### config.mk
export PLATFORM = sky130hd
export DESIGN_NAME = mem_stage_lsu_flat
export DESIGN_NICKNAME = d
export VERILOG_FILES = /design/src/rtl/mem_stage_lsu_if.sv /design/src/rtl/mem_stage_lsu.sv /design/src/flat_wrapper.sv
export SDC_FILE = /design/constraint.sdc
export NUM_CORES = 1
export LEC_CHECK = 0
export CAP_MARGIN = 40
export CORE_ASPECT_RATIO = 0.8
export CORE_MARGIN = 5
export CORE_UTILIZATION = 39
export CTS_BUF_LIST = sky130_fd_sc_hd__clkbuf_4 sky130_fd_sc_hd__clkbuf_8
export DETAILED_ROUTE_END_ITERATION = 10
export PLACE_DENSITY = 0.83
export SLEW_MARGIN = 30
export SYNTH_ARGS = -nofsm -noshare
export SYNTH_HDL_FRONTEND = slang
export SYNTH_SLANG_ARGS = --single-unit
### constraint.sdc
create_clock -name clk -period 1.8 [get_ports clk]
set_clock_uncertainty 0.1 [all_clocks]
set_input_delay 0.45 -clock clk [delete_from_list [all_inputs] [get_ports clk]]
set_output_delay 0.45 -clock clk [all_outputs]
set_load 0.05 [all_outputs]
### src/rtl/mem_stage_lsu_if.sv
// mem_stage_lsu_if: data-memory request/grant/response bus (master = LSU, slave = memory)
interface mem_stage_lsu_if;
  logic req;
  logic we;
  logic [31:0] addr;
  logic [3:0] be;
  logic [31:0] wdata;
  logic gnt;
  logic rvalid;
  logic [31:0] rdata;
  modport master(output req, we, addr, be, wdata, input gnt, rvalid, rdata);
  modport slave(input req, we, addr, be, wdata, output gnt, rvalid, rdata);
endinterface

### src/rtl/mem_stage_lsu.sv
// mem_stage_lsu: RV32I MEM-stage load/store unit; pipeline side (req_i/memRW_i/ld_st_sel_i/addr_i/wdata_i -> stall_o/done_o/misalign_o/rdata_o) runs one request/grant/response transaction on the dmem bus
module mem_stage_lsu (
  input  logic clk,
  input  logic reset,
  input  logic req_i,
  input  logic memRW_i,
  input  logic [2:0] ld_st_sel_i,
  input  logic [31:0] addr_i,
  input  logic [31:0] wdata_i,
  output logic stall_o,
  output logic done_o,
  output logic misalign_o,
  output logic [31:0] rdata_o,
  mem_stage_lsu_if.master dmem
);
  typedef enum logic [1:0] {IDLE, REQ, WAIT, DONE} state_t;
  state_t state, next;
  logic we, mis, illegal;
  logic [31:0] addr, wdata, wdata_n, ext;
  logic [3:0] be, be_n;
  logic [1:0] off;
  logic [2:0] sel;
  logic [7:0] b8;
  logic [15:0] h16;
  always_comb begin
    illegal = ld_st_sel_i == 3'b011 || ld_st_sel_i[2:1] == 2'b11 || (memRW_i && ld_st_sel_i[2]) ||
              (ld_st_sel_i[1:0] == 2'b01 && addr_i[0]) || (ld_st_sel_i[1:0] == 2'b10 && addr_i[1:0] != 2'b00);
    be_n = !memRW_i ? 4'b1111 : ld_st_sel_i[1:0] == 2'b00 ? 4'b0001 << addr_i[1:0] :
           ld_st_sel_i[1:0] == 2'b01 ? (addr_i[1] ? 4'b1100 : 4'b0011) : 4'b1111;
    wdata_n = ld_st_sel_i[1:0] == 2'b00 ? {4{wdata_i[7:0]}} : ld_st_sel_i[1:0] == 2'b01 ? {2{wdata_i[15:0]}} : wdata_i;
    b8 = dmem.rdata[{off, 3'b000} +: 8];
    h16 = off[1] ? dmem.rdata[31:16] : dmem.rdata[15:0];
    ext = sel[1:0] == 2'b00 ? {{24{b8[7] & ~sel[2]}}, b8} :
          sel[1:0] == 2'b01 ? {{16{h16[15] & ~sel[2]}}, h16} : dmem.rdata;
  end
  always_comb begin
    next = state == IDLE ? (req_i ? (illegal ? DONE : REQ) : IDLE) :
           state == REQ ? (dmem.gnt ? (we ? DONE : WAIT) : REQ) :
           state == WAIT ? (dmem.rvalid ? DONE : WAIT) : IDLE;
    stall_o = req_i && state != DONE;
    done_o = state == DONE;
    misalign_o = state == DONE && mis;
    dmem.req = state == REQ;
  end
  assign dmem.we = we;
  assign dmem.addr = addr;
  assign dmem.be = be;
  assign dmem.wdata = wdata;
  always_ff @(posedge clk) begin
    if (reset) begin
      state <= IDLE;
      we <= 1'b0;
      mis <= 1'b0;
      addr <= '0;
      wdata <= '0;
      be <= '0;
      off <= '0;
      sel <= '0;
      rdata_o <= '0;
    end else begin
      state <= next;
      if (state == IDLE && req_i) begin
        mis <= illegal;
        if (illegal) rdata_o <= '0;
        else begin
          we <= memRW_i;
          addr <= {addr_i[31:2], 2'b00};
          be <= be_n;
          wdata <= wdata_n;
          off <= addr_i[1:0];
          sel <= ld_st_sel_i;
        end
      end
      if (state == WAIT && dmem.rvalid) rdata_o <= ext;
    end
  end
endmodule

### src/flat_wrapper.sv
// flat-port wrapper written by rule: the top's interface ports become plain ports
module mem_stage_lsu_flat 
  (clk, reset, req_i, memRW_i, ld_st_sel_i, addr_i, wdata_i, stall_o, done_o, misalign_o, rdata_o, dmem_req, dmem_we, dmem_addr, dmem_be, dmem_wdata, dmem_gnt, dmem_rvalid, dmem_rdata);
  mem_stage_lsu_if dmem_i ();
  input  logic clk;
  input  logic reset;
  input  logic req_i;
  input  logic memRW_i;
  input  logic [2:0] ld_st_sel_i;
  input  logic [31:0] addr_i;
  input  logic [31:0] wdata_i;
  output logic stall_o;
  output logic done_o;
  output logic misalign_o;
  output logic [31:0] rdata_o;
  output wire logic [$bits(dmem_i.req)-1:0] dmem_req;
  output wire logic [$bits(dmem_i.we)-1:0] dmem_we;
  output wire logic [$bits(dmem_i.addr)-1:0] dmem_addr;
  output wire logic [$bits(dmem_i.be)-1:0] dmem_be;
  output wire logic [$bits(dmem_i.wdata)-1:0] dmem_wdata;
  input wire logic [$bits(dmem_i.gnt)-1:0] dmem_gnt;
  input wire logic [$bits(dmem_i.rvalid)-1:0] dmem_rvalid;
  input wire logic [$bits(dmem_i.rdata)-1:0] dmem_rdata;
  assign dmem_req = dmem_i.req;
  assign dmem_we = dmem_i.we;
  assign dmem_addr = dmem_i.addr;
  assign dmem_be = dmem_i.be;
  assign dmem_wdata = dmem_i.wdata;
  assign dmem_i.gnt = dmem_gnt;
  assign dmem_i.rvalid = dmem_rvalid;
  assign dmem_i.rdata = dmem_rdata;
  mem_stage_lsu u_core (.clk(clk), .reset(reset), .req_i(req_i), .memRW_i(memRW_i), .ld_st_sel_i(ld_st_sel_i), .addr_i(addr_i), .wdata_i(wdata_i), .stall_o(stall_o), .done_o(done_o), .misalign_o(misalign_o), .rdata_o(rdata_o), .dmem(dmem_i));
endmodule
Word level (Yosys, flattened, before mapping). Cells that the tools add are included.

Flip-flop bits (word level): 107. Logic and storage cells: 63.

Bitwise logic cells: 4. Equality and inequality tests: 9. Muxes and demuxes: 20. Reduce and logical (&&, ||, !) cells: 19. Shift-type cells: 2.

Operator list (number): 32-bit two-way mux (7); 32-bit by 6-bit indexed part select with 8-bit output (1); 16-bit two-way mux (1); 4-bit two-way mux (4); 2-bit two-way mux (6); 2-bit == test (second input constant) (4); 1-bit logical AND (7); 2-bit by 1-bit == test with 1-bit output (second input constant) (3); 2-bit logical NOT (3); 2-bit nonzero test (3); 1-bit logical OR (4); 2-bit AND reduction (2); 1-bit by 2-bit << shifter with 4-bit output (first input constant) (1); 3-bit by 2-bit == test with 1-bit output (second input constant) (1); 1-bit bitwise AND (2); 1-bit two-way mux (2); 2-bit != test (second input constant) (1); 1-bit inverter (2).

Longest topological paths before layout.
Depth in word-level cells: 8. Depth in mapped cells: 8.

Least setup slack after synthesis. Ideal clock, no wire load.

Kind: reg2out. Start point: register u_core.state[0]. End point: output port stall_o. Stages on the path, launching flop included: 4. Arrival time: 1.555 ns. Slack: -0.305 ns. Buffers on the path: 1. Data required time: 1.250 ns. Path through: dfxtp_1 clkbuf_1 and2_1 nor2b_1.

Cells in the longest elaborated chain, start to end: 2.

Ends and longest elaborated chain: from (decl) (RTL line mem_stage_lsu.sv:17) `state_t state, next;`; from (signal assigned) (RTL line mem_stage_lsu.sv:61) `state <= next;`; 2-bit != test (RTL line mem_stage_lsu.sv:40) `stall_o = req_i && state != DONE;`; 1-bit logical AND (RTL line mem_stage_lsu.sv:40); to (decl) (RTL line flat_wrapper.sv:12) `output logic stall_o;`.

Every way passes these cells.

Worst setup path after layout. Same ends and word-level chain as after synthesis.

==> results.json <==
{
  "status": "complete, no violations",
  "grt_util_all_layers_pct": 22.4,
  "slowest_delay_ps": 340,
  "synth.avg_cell_area_um2": 8.16,
  "p_leak_nw": 3.29,
  "yosysSeqAreaShare_pct": 44.5,
  "cts_buffers": 9,
  "p_switching_mw": 1.90,
  "synth_cells": 590,
  "start_util_pct": 39.7,
  "p_clk_share_pct": 24.9,
  "postSynth.asyncResetShare_pct": 0,
  "layout_common_cells": "nand2_1 (151), buf_4 (133), dfxtp_1 (105), clkdlybuf4s50_1 (95), a21oi_1 (61)",
  "switching_share_pct": 33.1,
  "antenna_left": 0,
  "power_frac_comb_pct": 30.1,
  "first_pass_iters": 5,
  "min_period_over_period_pct": 99.8,
  "clock_latency_ps": 370,
  "drt_iter0_markers": 209,
  "wirelength_um": 16600,
  "post-route-drc-count": 0,
  "dieArea_um2": 14700,
  "vdd_ir_drop_max_uv": 464,
  "ys.flop_type": "dfxtp_1",
  "io_pins": 210,
  "multi_input_area_um2": 2460,
  "vias": 5209,
  "crit_family": "flip-flops",
  "core_um2": 12100,
  "grt_pass1_wl_um": 26300,
  "max-slew-margin-rel_pct": 63.2,
  "regArea_um2": 2150,
  "arrival_ps": 1250,
  "p_int_mw": 3.84,
  "syn_area_um2": 4820,
  "crit_path_start_kind": "register",
  "p_per_area_nw_per_um2": 713,
  "place.gp.congestion": 0.887,
  "synth_edf_count": 0,
  "grt_pass1_vias": 5154,
  "reg2reg_depth": 7,
  "final_cells": 1002,
  "cts_root_buffer": "clkbuf_8",
  "cts.clk_slew.worst_paths_ps": 100,
  "synth.distinct_cells": 43,
  "avgRoutedWirePerCell_um": 16.5,
  "critPathMaxFanout": 7,
  "rr_startpoint": "u_core.state[1]$_SDFF_PP0_",
  "grt_overflow": 0,
  "critPathBufInv": 2,
  "cts_buffer_depth": 2,
  "post-route-min-period_ps": 1800,
  "dp_hpwl_um": 12500,
  "slowest_stage": "dfxtp_2",
  "ys_warn_count": 0,
  "required_ps": 1250,
  "hp-class": "in -> reg",
  "rsz0062_at_grt": "yes",
  "ys_ff_latch": 107,
  "path_class": "reg -> out",
  "row_count": 36,
  "htreeDepth": 3,
  "final-max-slew-violation-count": 0,
  "drv_cap": 0,
  "seqPwrFrac_pct": 44.9,
  "tns_ps": 0,
  "worst_pin_slew_ps": 553,
  "cts_tree": "built",
  "drive_above_1_share_pct": 28.2,
  "nets": 949,
  "hp-start": "ld_st_sel_i[2]",
  "place_inst": 978,
  "die_x_um": 134,
  "layout_commonest_cell": "nand2_1",
  "io_buffers": 207,
  "worstSetupEndpointType": "primary output",
  "holdPathStages": 4,
  "reg2reg_to": "u_core.dmem.we$_SDFFE_PP0P_",
  "grt_max_degree": 53,
  "die_y_um": 109,
  "fillers": 956,
  "crit_chain": "buf_6 -> and2_4 -> nor2b_4 -> buf_12",
  "avgViaCountPerCell": 5.20,
  "finalSetupViolations": 0,
  "antenna_found_initial": 1,
  "hold_viol_final": 0,
  "crit_start": "u_core.state[0]$_SDFF_PP0_",
  "clkSinkCount": 107,
  "r2r_slack_ps": 60,
  "area_growth_pct": 67.1,
  "hold_end": "u_core.sel[2]$_SDFFE_PP0P_",
  "max_freq_mhz": 557
}
state kept, by name, indices dropped and copies added, names as in the netlist:
signal	count
u_core.dmem.be	4
u_core.dmem.addr	30
u_core.dmem.wdata	32
u_core.mis	1
u_core.off	2
u_core.rdata_o	32
u_core.sel	3
u_core.state	2
u_core.dmem.we	1
metrics by stage:
| stage | hold slack, ps | util, % | total power, mW | instance area, µm² | worst slack [ps] |
|---|---|---|---|---|---|
| 2_1_floorplan | 332 | - | 3.49 | 4860 | -93.9 |
| 3_3_place_gp | 328 | 63.3 | 4.27 | 7670 | -621 |
| 3_5_place_dp | 337 | 63.3 | 4.29 | 7670 | -697 |
| 4_1_cts | 353 | 65.7 | 5.76 | 7960 | -23.7 |
| 5_1_grt | 342 | 66.4 | 6.01 | 8050 | -49.2 |
| 6_report | 344 | 66.4 | 5.73 | 8050 | 4.04 |
cells in the mapped netlist (8+ instances only):
library cell	count	area, µm²
nand2_1	152	571
dfxtp_1	107	2140
a21oi_1	64	320
nor2_1	35	131
o21ai_0	32	160
nor2b_1	29	181
clkbuf_1	21	78.8
mux2i_1	18	180
o22ai_1	16	100
buf_2	15	75.1
a311oi_1	10	87.6
o21ai_1	10	50.1
a211oi_1	8	60.1
a22oi_1	8	60.1
inv_1	8	30.0
worst max path at each step:
stage                                      end  slack [ps]  cells past startpoint
2_1_floorplan      u_core.dmem.we$_SDFFE_PP0P_         -90                      7
3_3_place_gp   u_core.rdata_o[21]$_SDFFE_PP0P_        -620                      7
3_5_place_dp    u_core.dmem.be[1]$_SDFFE_PP0P_        -700                      8
4_1_cts                                stall_o         -20                      4
5_1_grt                                stall_o         -50                      4
6_report                               stall_o           4                      4
worst register-to-register path, cell delays in order (launching register included):
cell and delay, ps:
dfxtp_4 380, or3b_4 420, a21oi_4 220, buf_6 190
buf_6 110, buf_6 80, nand2_2 50, a21oi_2 130
area by class of cell:
class,count,area share [%]
Timing Repair Buffer,291,37.7
Clock buffer,10,1.63
Inverter,8,0.373
Tap cell,152,2.36
Clock inverter,6,0.700
Sequential cell,107,26.7
Multi-Input combinational cell,427,30.5
Antenna cell,1,0.0311
logic make-up (layout without fill, tap and decap cells):
family                 after synthesis  count (layout)  share of synthesized area [%]
AOI/OAI and AO/OA                  165             165                           20.8
DFF                                107             107                           44.5
muxes                               25              25                           7.01
other                                1               3                         0.0779
buffers and inverters               57             315                           6.24
and+or+nand+nor                    235             235                           21.4
routing by layer:
metal / wire (µm) / up-vias / global-route usage (%)
li1: - / 2542 / -
met1: 6380 / 2400 / 25.8
met2: 7820 / 242 / 38.3
met3: 2010 / 25 / 9.79
met4: 350 / 0 / 6.32
met5: 0 / - / 0
power by group through the flow:
stage               registers, mW  clock network (mW)  logic [mW]
floorplan                    2.97                   0       0.517
global placement             2.62                   0        1.65
detailed placement           2.63                   0        1.67
CTS                          2.58                1.48        1.70
global route                 2.60                1.58        1.83
finish                       2.58                1.43        1.73
what timing repair did:
action	4_1_cts	5_1_grt
endpoints found under the hold margin	0	0
resized for setup	25	22
gates cloned	2	0
setup buffers	3	3
setup endpoints to repair	108	90
hold buffers	0	0
pin swaps	7	4
Note: power is estimated with default switching activity, not from simulation.
